## config.mk

```make
export PLATFORM = sky130hd
export DESIGN_NAME = seg7_scan4
export DESIGN_NICKNAME = d
export VERILOG_FILES = /design/src/rtl/seg7_scan4.sv
export SDC_FILE = /design/constraint.sdc
export NUM_CORES = 1
export LEC_CHECK = 0
export ABC_AREA = 1
export CAP_MARGIN = 20
export CORE_MARGIN = 2
export CORE_UTILIZATION = 41
export DETAILED_ROUTE_END_ITERATION = 8
export PLACE_DENSITY = 0.67
export SKIP_LAST_GASP = 1
export SLEW_MARGIN = 25
export SYNTH_ARGS = -nofsm -noshare
export SYNTH_HDL_FRONTEND = slang
export SYNTH_SLANG_ARGS = --single-unit
export TNS_END_PERCENT = 5
```

## constraint.sdc

```tcl
create_clock -name Clk -period 2.5 [get_ports Clk]
set_clock_uncertainty 0.05 [all_clocks]
set_input_delay 0.5 -clock Clk [delete_from_list [all_inputs] [get_ports Clk]]
set_output_delay 0.5 -clock Clk [all_outputs]
set_load 0.005 [all_outputs]
```

## src/rtl/seg7_scan4.sv

```systemverilog
// seg7_scan4: four-digit multiplexed 7-segment display driver.
//
// Captures a 16-bit value (four hex nibbles) into a shadow register once
// per frame. It scans the four digits onto one shared segment bus and
// leaves an all-off gap between digits so the display does not ghost.
//
// Parameters:
//   DIV       clock cycles each digit is lit (>= 1)
//   BLANK_CYC clock cycles of all-off gap after each digit (0 = no gap)
//
// Ports:
//   Clk    in   1  system clock, rising edge
//   Reset  in   1  synchronous active-high reset
//   Din    in  16  display value, Din[3:0] = digit 0 (rightmost)
//   Hold   in   1  1 = skip the frame capture at the next wrap
//   Seg    out  7  segments active-high, Seg[6]=A ... Seg[0]=G
//   An     out  4  digit enables active-high, one-hot or all zero
//   Frame  out  1  one-cycle pulse on the cycle after the shadow reloads
//
// Optional build macro:
//   SEG7_LEADING_ZERO_BLANK_EN  blank leading zero digits 3..1
//   (digit 0 is always shown)
module seg7_scan4 #(
  parameter int DIV       = 4,
  parameter int BLANK_CYC = 1
) (
  input  logic        Clk,
  input  logic        Reset,
  input  logic [15:0] Din,
  input  logic        Hold,
  output logic [6:0]  Seg,
  output logic [3:0]  An,
  output logic        Frame
);

  localparam int MAXC = (DIV > BLANK_CYC) ? DIV : BLANK_CYC;
  localparam int CW   = (MAXC > 1) ? $clog2(MAXC) : 1;
  localparam logic [CW-1:0] DIV_LAST   = CW'(DIV - 1);
  localparam logic [CW-1:0] BLANK_LAST = (BLANK_CYC > 0) ? CW'(BLANK_CYC - 1) : '0;

  typedef enum logic {S_SHOW = 1'b0, S_BLANK = 1'b1} state_t;

  state_t        state_q, state_d;
  logic [1:0]    idx_q, idx_d;
  logic [CW-1:0] cnt_q, cnt_d;
  logic [15:0]   shadow_q, shadow_d;
  logic          frame_q, frame_d;
  logic          adv;

  // State register
  always_ff @(posedge Clk) begin
    if (Reset) begin
      state_q  <= S_SHOW;
      idx_q    <= 2'd0;
      cnt_q    <= '0;
      shadow_q <= 16'h0000;
      frame_q  <= 1'b0;
    end else begin
      state_q  <= state_d;
      idx_q    <= idx_d;
      cnt_q    <= cnt_d;
      shadow_q <= shadow_d;
      frame_q  <= frame_d;
    end
  end

  // Next-state logic
  always_comb begin
    state_d  = state_q;
    cnt_d    = cnt_q + CW'(1);
    idx_d    = idx_q;
    shadow_d = shadow_q;
    frame_d  = 1'b0;
    adv      = 1'b0;
    case (state_q)
      S_SHOW: begin
        if (cnt_q == DIV_LAST) begin
          cnt_d = '0;
          if (BLANK_CYC > 0) state_d = S_BLANK;
          else               adv     = 1'b1;
        end
      end
      default: begin
        if (cnt_q == BLANK_LAST) begin
          cnt_d   = '0;
          adv     = 1'b1;
          state_d = S_SHOW;
        end
      end
    endcase
    if (adv) begin
      idx_d = idx_q + 2'd1;
      // Frame boundary: reload only when not held, so the whole frame
      // shows one consistent value.
      if (idx_q == 2'd3 && !Hold) begin
        shadow_d = Din;
        frame_d  = 1'b1;
      end
    end
  end

  // Output logic (Moore: state, idx and shadow only)
  logic [3:0] nib;
  logic [6:0] seg_dec;
  logic       blank_digit;
  logic [3:1] lead_zero;

  always_comb begin
    nib = shadow_q[{idx_q, 2'b00} +: 4];
    case (nib)
      4'h0: seg_dec = 7'b1111110;
      4'h1: seg_dec = 7'b0110000;
      4'h2: seg_dec = 7'b1101101;
      4'h3: seg_dec = 7'b1111001;
      4'h4: seg_dec = 7'b0110011;
      4'h5: seg_dec = 7'b1011011;
      4'h6: seg_dec = 7'b1011111;
      4'h7: seg_dec = 7'b1110000;
      4'h8: seg_dec = 7'b1111111;
      4'h9: seg_dec = 7'b1111011;
      4'hA: seg_dec = 7'b1110111;
      4'hB: seg_dec = 7'b0011111;
      4'hC: seg_dec = 7'b1001110;
      4'hD: seg_dec = 7'b0111101;
      4'hE: seg_dec = 7'b1001111;
      default: seg_dec = 7'b1000111;
    endcase

    // lead_zero[k]: every nibble from k up to 3 is zero.
    lead_zero[3] = (shadow_q[15:12] == 4'h0);
    lead_zero[2] = lead_zero[3] && (shadow_q[11:8] == 4'h0);
    lead_zero[1] = lead_zero[2] && (shadow_q[7:4] == 4'h0);
`ifdef SEG7_LEADING_ZERO_BLANK_EN
    blank_digit = (idx_q != 2'd0) && lead_zero[idx_q];
`else
    blank_digit = 1'b0;
`endif

    if (state_q == S_SHOW) begin
      An  = 4'b0001 << idx_q;
      Seg = blank_digit ? 7'b0000000 : seg_dec;
    end else begin
      An  = 4'b0000;
      Seg = 7'b0000000;
    end
  end

  assign Frame = frame_q;

endmodule

```

# Word level (Yosys, flattened, before mapping)
# Memory sizes are Yosys's and may differ from the RTL's.
# Cells that the tools add are included.
dict set report word_totals {
  ff_bits 22
  romBits 112
  in_bits 19
  output_inout_bits 12
  wordCells 29
  memories 1
}
# name words width read_ports rd_clocked_by_memory_dff wr line_no
set memory_table {}
lappend memory_table {{(name not given)} 16 7 1 0 0 110} ;# case (nib)
dict set report classes {
  n_addsub 2
  eq_ne 2
  shift 2
  n_mux 11
  bitwise_logic 1
  n_reduce_logical 5
}
# operator n
set ops {}
lappend ops {{16-bit by 5-bit indexed part select with 4-bit output} 1}
lappend ops {{7-bit 2-to-1 mux} 1}
lappend ops {{1-bit 2-to-1 mux} 6}
lappend ops {{2-bit 2-to-1 mux} 3}
lappend ops {{2-bit by 1-bit adder with 2-bit output, second input constant} 2}
lappend ops {{2-bit equality test, second input constant} 2}
lappend ops {{4-bit 2-to-1 mux} 1}
lappend ops {{1-bit by 2-bit left shift with 4-bit output, first input constant} 1}
lappend ops {{2-bit zero test} 1}
lappend ops {{2-bit AND reduction} 1}
lappend ops {{2-bit OR reduction} 1}
lappend ops {{1-bit logical AND} 1}
lappend ops {{1-bit zero test} 1}
lappend ops {{1-bit inverter} 1}

# Longest topological paths before layout
dict set report depth {
  depth_word 5
  ltp_mapped 12
  depth_no_buf 11
}

# Least setup slack after synthesis
# Ideal clock, no wire load.
dict set report synth_path {
  path_kind {register to output}
  start {reg idx_q[0]}
  end {out Seg[3]}
  arrival_ps 1408
  t_required_ps 1950
  setup_slack_ps 542
  path_stages_with_launch 13
  n_path_buf 1
  cell_sequence {dfxtp_1 > inv_2 > buf_6 > nand2_1 > nand3_1 > nand2_2 > inv_1 > ha_1 > inv_1 > nand2_2 > nand3_1 > nand2_1 > nor2_1}
}
dict set report synth_via {
  elab_chain_len 3
}
# element line_no
set synth_rtl {}
lappend synth_rtl {{start, declared} 44} ;# logic [1:0] idx_q, idx_d;
lappend synth_rtl {{start signal, assigned} 60} ;# idx_q <= idx_d;
lappend synth_rtl {{16-bit by 5-bit indexed part select with 4-bit output} 109} ;# nib = shadow_q[{idx_q, 2'b00} +: 4];
lappend synth_rtl {{memory 16 x 7 bit} n/a}
lappend synth_rtl {{7-bit 2-to-1 mux} 139} ;# if (state_q == S_SHOW) begin
lappend synth_rtl {{end, declared} 31} ;# output logic [6:0] Seg,
# No other way between the ends.

# Final worst setup path
dict set report layout_path {
  start {reg idx_q[0]}
  end {out Seg[6]}
}
# Same word-level chain as after synthesis.

==> impl_metrics.csv <==
group,metric,value,unit
outcome,status,"complete, but fails checks",
outcome,violations,"negative setup slack",
place,io_buffer_count,30,
floorplan,ios,31,
clock_network,ctsHoldBuffers,0,
synthesis,synth-seq-area-share,30.7,%
worst_setup_path,cpPeakStageDelay,0.50,ns
worst_setup_path,crit_slowest_cell,"clkdlybuf4s50_1",
floorplan,dieArea,3990,sq um
global_routing,grt_use_met3,2.14,%
synthesis,synth.top_cell.area_share,30.7,%
synthesis,synthCells,207,
worst_setup_path,crit_type,"register to output pin",
worst_setup_path,crit_required,1.95,ns
sta,maxSlewHeadroom,47.7,%
global_routing,track_usage,15.3,%
floorplan,die_h,63.1,um
sta,setup_ws,-0.191,ns
power_and_ir_drop,p_leak,0.829,nW
layout,seq_area,443,sq um
sta,finalHoldViolCount,0,
power_and_ir_drop,peakVddDrop,0.000240,V
clock_network,clock_sinks,22,
worst_setup_path,endpoint_kind,"output pin",
sta,tightestPinTransition,0.782,ns
worst_setup_path,path_cells,"buf_4 -> nand2_1 -> nand3_2 -> nand2_2 -> buf_4 -> ha_1 -> nor2_1 -> nor2_1 -> nor2_1 -> clkdlybuf4s50_1",
clock_network,numCtsBuffers,3,
clock_network,clk_pin_slew,0.12,ns
synthesis,synth_edf_count,0,
place,dp_hpwl,2230,um
clock_network,cts_tree,"done",
sta,rsz0062_at_grt,"true",
floorplan,die_x,63.1,um
drt,vias,1346,
synthesis,syn_area_per_cell,6.93,sq um
sta,max_freq,372,MHz
clock_network,clockBufferDepth,2,
worst_setup_path,cp_max_fo,7,
layout,fill_cells,351,
synthesis,yosysWarnings,0,
synthesis,synthMuxAreaShare,0,%
global_routing,grt_pass1_vias,1206,
clock_network,cts-root-buf,"clkbuf_4",
global_routing,use_met2,25.9,%
drt,drtPass1Iterations,4,
sta,slew_violations,0,
sta,min_period,2.69,ns
worst_setup_path,cpMostUsedCell,"nor2_1",
global_routing,grt-ovfl-total,0,
layout,nets,274,
place,routabilityCongestion,0.799,
synthesis,synth_cell_types,22,
global_routing,busiest_layer,"met2",
sta,whs,0.428,ns
synthesis,synth_top_family_by_area,"simple AND/OR/NAND/NOR gates",
synthesis,synth_fa_ha_area_share,11.3,%
drt,ant_nets,0,
sta,fin_crit_sh,108,%
global_routing,grt_max_degree,25,
synthesis,synth_compound_area_share,8.55,%
job,cap_violations,0,
clock_network,htreeDepth,1,
drt,wirelength,2800,um
power_and_ir_drop,design_power_total,0.000811,W
floorplan,initial_utilization,43.0,%
layout,drive_gt1_share,15.8,%
layout,syn2layout_area_growth,27.4,%
synthesis,synthSimpleGateAreaFrac,39.0,%
synthesis,async_reset_ff_share,0,%
floorplan,fp-row-count,21,
global_routing,antenna_found_initial,0,
drt,via_per_inst,4.69,
layout,multi_input_area,845,sq um
synthesis,yosysMostFrequentCell,"nand2_1",
synthesis,synth_common_cells,"57 x nand2_1, 30 x nor2_1, 22 x dfxtp_1",
synthesis,syn-cell-area,1430,sq um
drt,drc_errors,0,
sta,setup-violations-final,4,
drt,drt_iter0_drc,37,
synthesis,ys_ff_latch,22,
layout,diodes,0,
worst_setup_path,critPathLaunchType,"register",
synthesis,synth_fp_nets,239,
synthesis,yosys.area.top_type,"dfxtp_1",
floorplan,core,3340,sq um
worst_setup_path,arrival,2.14,ns
drt,wl_per_cell,9.76,um
clock_network,clk_latency,0.30,ns
global_routing,grt_first_pass_wirelength,4930,um
synthesis,synth_area_leaders,"dfxtp_1 31%, nand2_1 15%, ha_1 11%",
min_path,hold_class,"register to register",
power_and_ir_drop,power_density,444,nW/um^2
global_routing,grt_util_met1,19.0,%
synthesis,synth_ff_type,"dfxtp_1",
synthesis,synth-xor-area-share,0,%
## per-stage QoR
stage	instance area, sq um	cells	TNS (ns)	utilization, %	worst slack [ns]
5_1_grt	1830	287	-1.34	54.7	-0.336
3_5_place_dp	1780	282	0	53.2	0.0916
4_1_cts	1820	287	-1.26	54.6	-0.247
2_1_floorplan	1430	207	0	-	0.542
6_report	1830	287	-0.651	54.7	-0.191
3_3_place_gp	1780	282	0	53.2	0.110
## path summary, 6_finish.rpt
| path | end | slack (ns) | start | cells after the start |
|---|---|---|---|---|
| worst max-delay path | Seg[6] | -0.19 | idx_q[0] | 10 |
| worst min-delay path | shadow_q[4] | 0.43 | shadow_q[4] | 2 |
| worst max register to register | shadow_q[2] | 0.76 | idx_q[1] | 8 |
| worst min register to register | shadow_q[4] | 0.43 | shadow_q[4] | 2 |
## registers in the layout (all words and copies together) (netlist names)
name	flops
cnt_q	2
shadow_q	16
Frame	1
idx_q	2
state_q	1
## report_power, final
group | switching (W) | total, W | leakage (nW) | internal (W)
clock | 0.000106 | 0.000195 | 0.0210 | 0.0000889
combinational | 0.000114 | 0.000243 | 0.629 | 0.000129
sequential | 0.0000111 | 0.000373 | 0.179 | 0.000362
total | 0.000231 | 0.000811 | 0.829 | 0.000580
## worst max-delay path: cells and delay by family, from the launching register on
family	cells	cell delay, ns
adders and majority gates	1	0.21
and+or+nand+nor	6	0.47
DFF	1	0.36
buffers and inverters	3	0.79
## logic make-up after synthesis
kind of cell / after synthesis
simple gates: 121
flops: 22
buf+inv: 30
compound gates: 21
fa+ha+maj: 13
## layer usage
layer,up-vias,routed length [um]
met5,-,0
met4,0,65
met3,6,118
met2,39,1270
met1,585,1350
li1,716,-
## area by class of cell
class | instances | area share (%)
clock buffer | 4 | 1.99
inverter | 23 | 4.86
timing repair buffer | 37 | 19.5
tap | 46 | 3.15
sequential | 22 | 24.2
multi-input combinational | 155 | 46.2
## cells in the final DEF (no fill, tap or decap), drive strengths merged
master         Yosys  final
nor3               1      1
a211oi             7      7
buf                6      7
clkbuf             1      4
clkinv             1      1
dlygate4sd2        0      1
a21oi             13     13
nor2              32     32
nand3             17     17
clkdlybuf4s50      0     27
ha                13     13
dlymetal6s2s       0      2
dfxtp             22     22
inv               22     22
o21ai              1      1
nand2             71     71
## what timing repair did
item	in CTS	in global routing
buffers inserted	1	0
pin swaps	1	2
endpoints found under the setup margin	7	7
gates resized for setup	2	4
No activity file was read; power rests on OpenSTA's default activity.
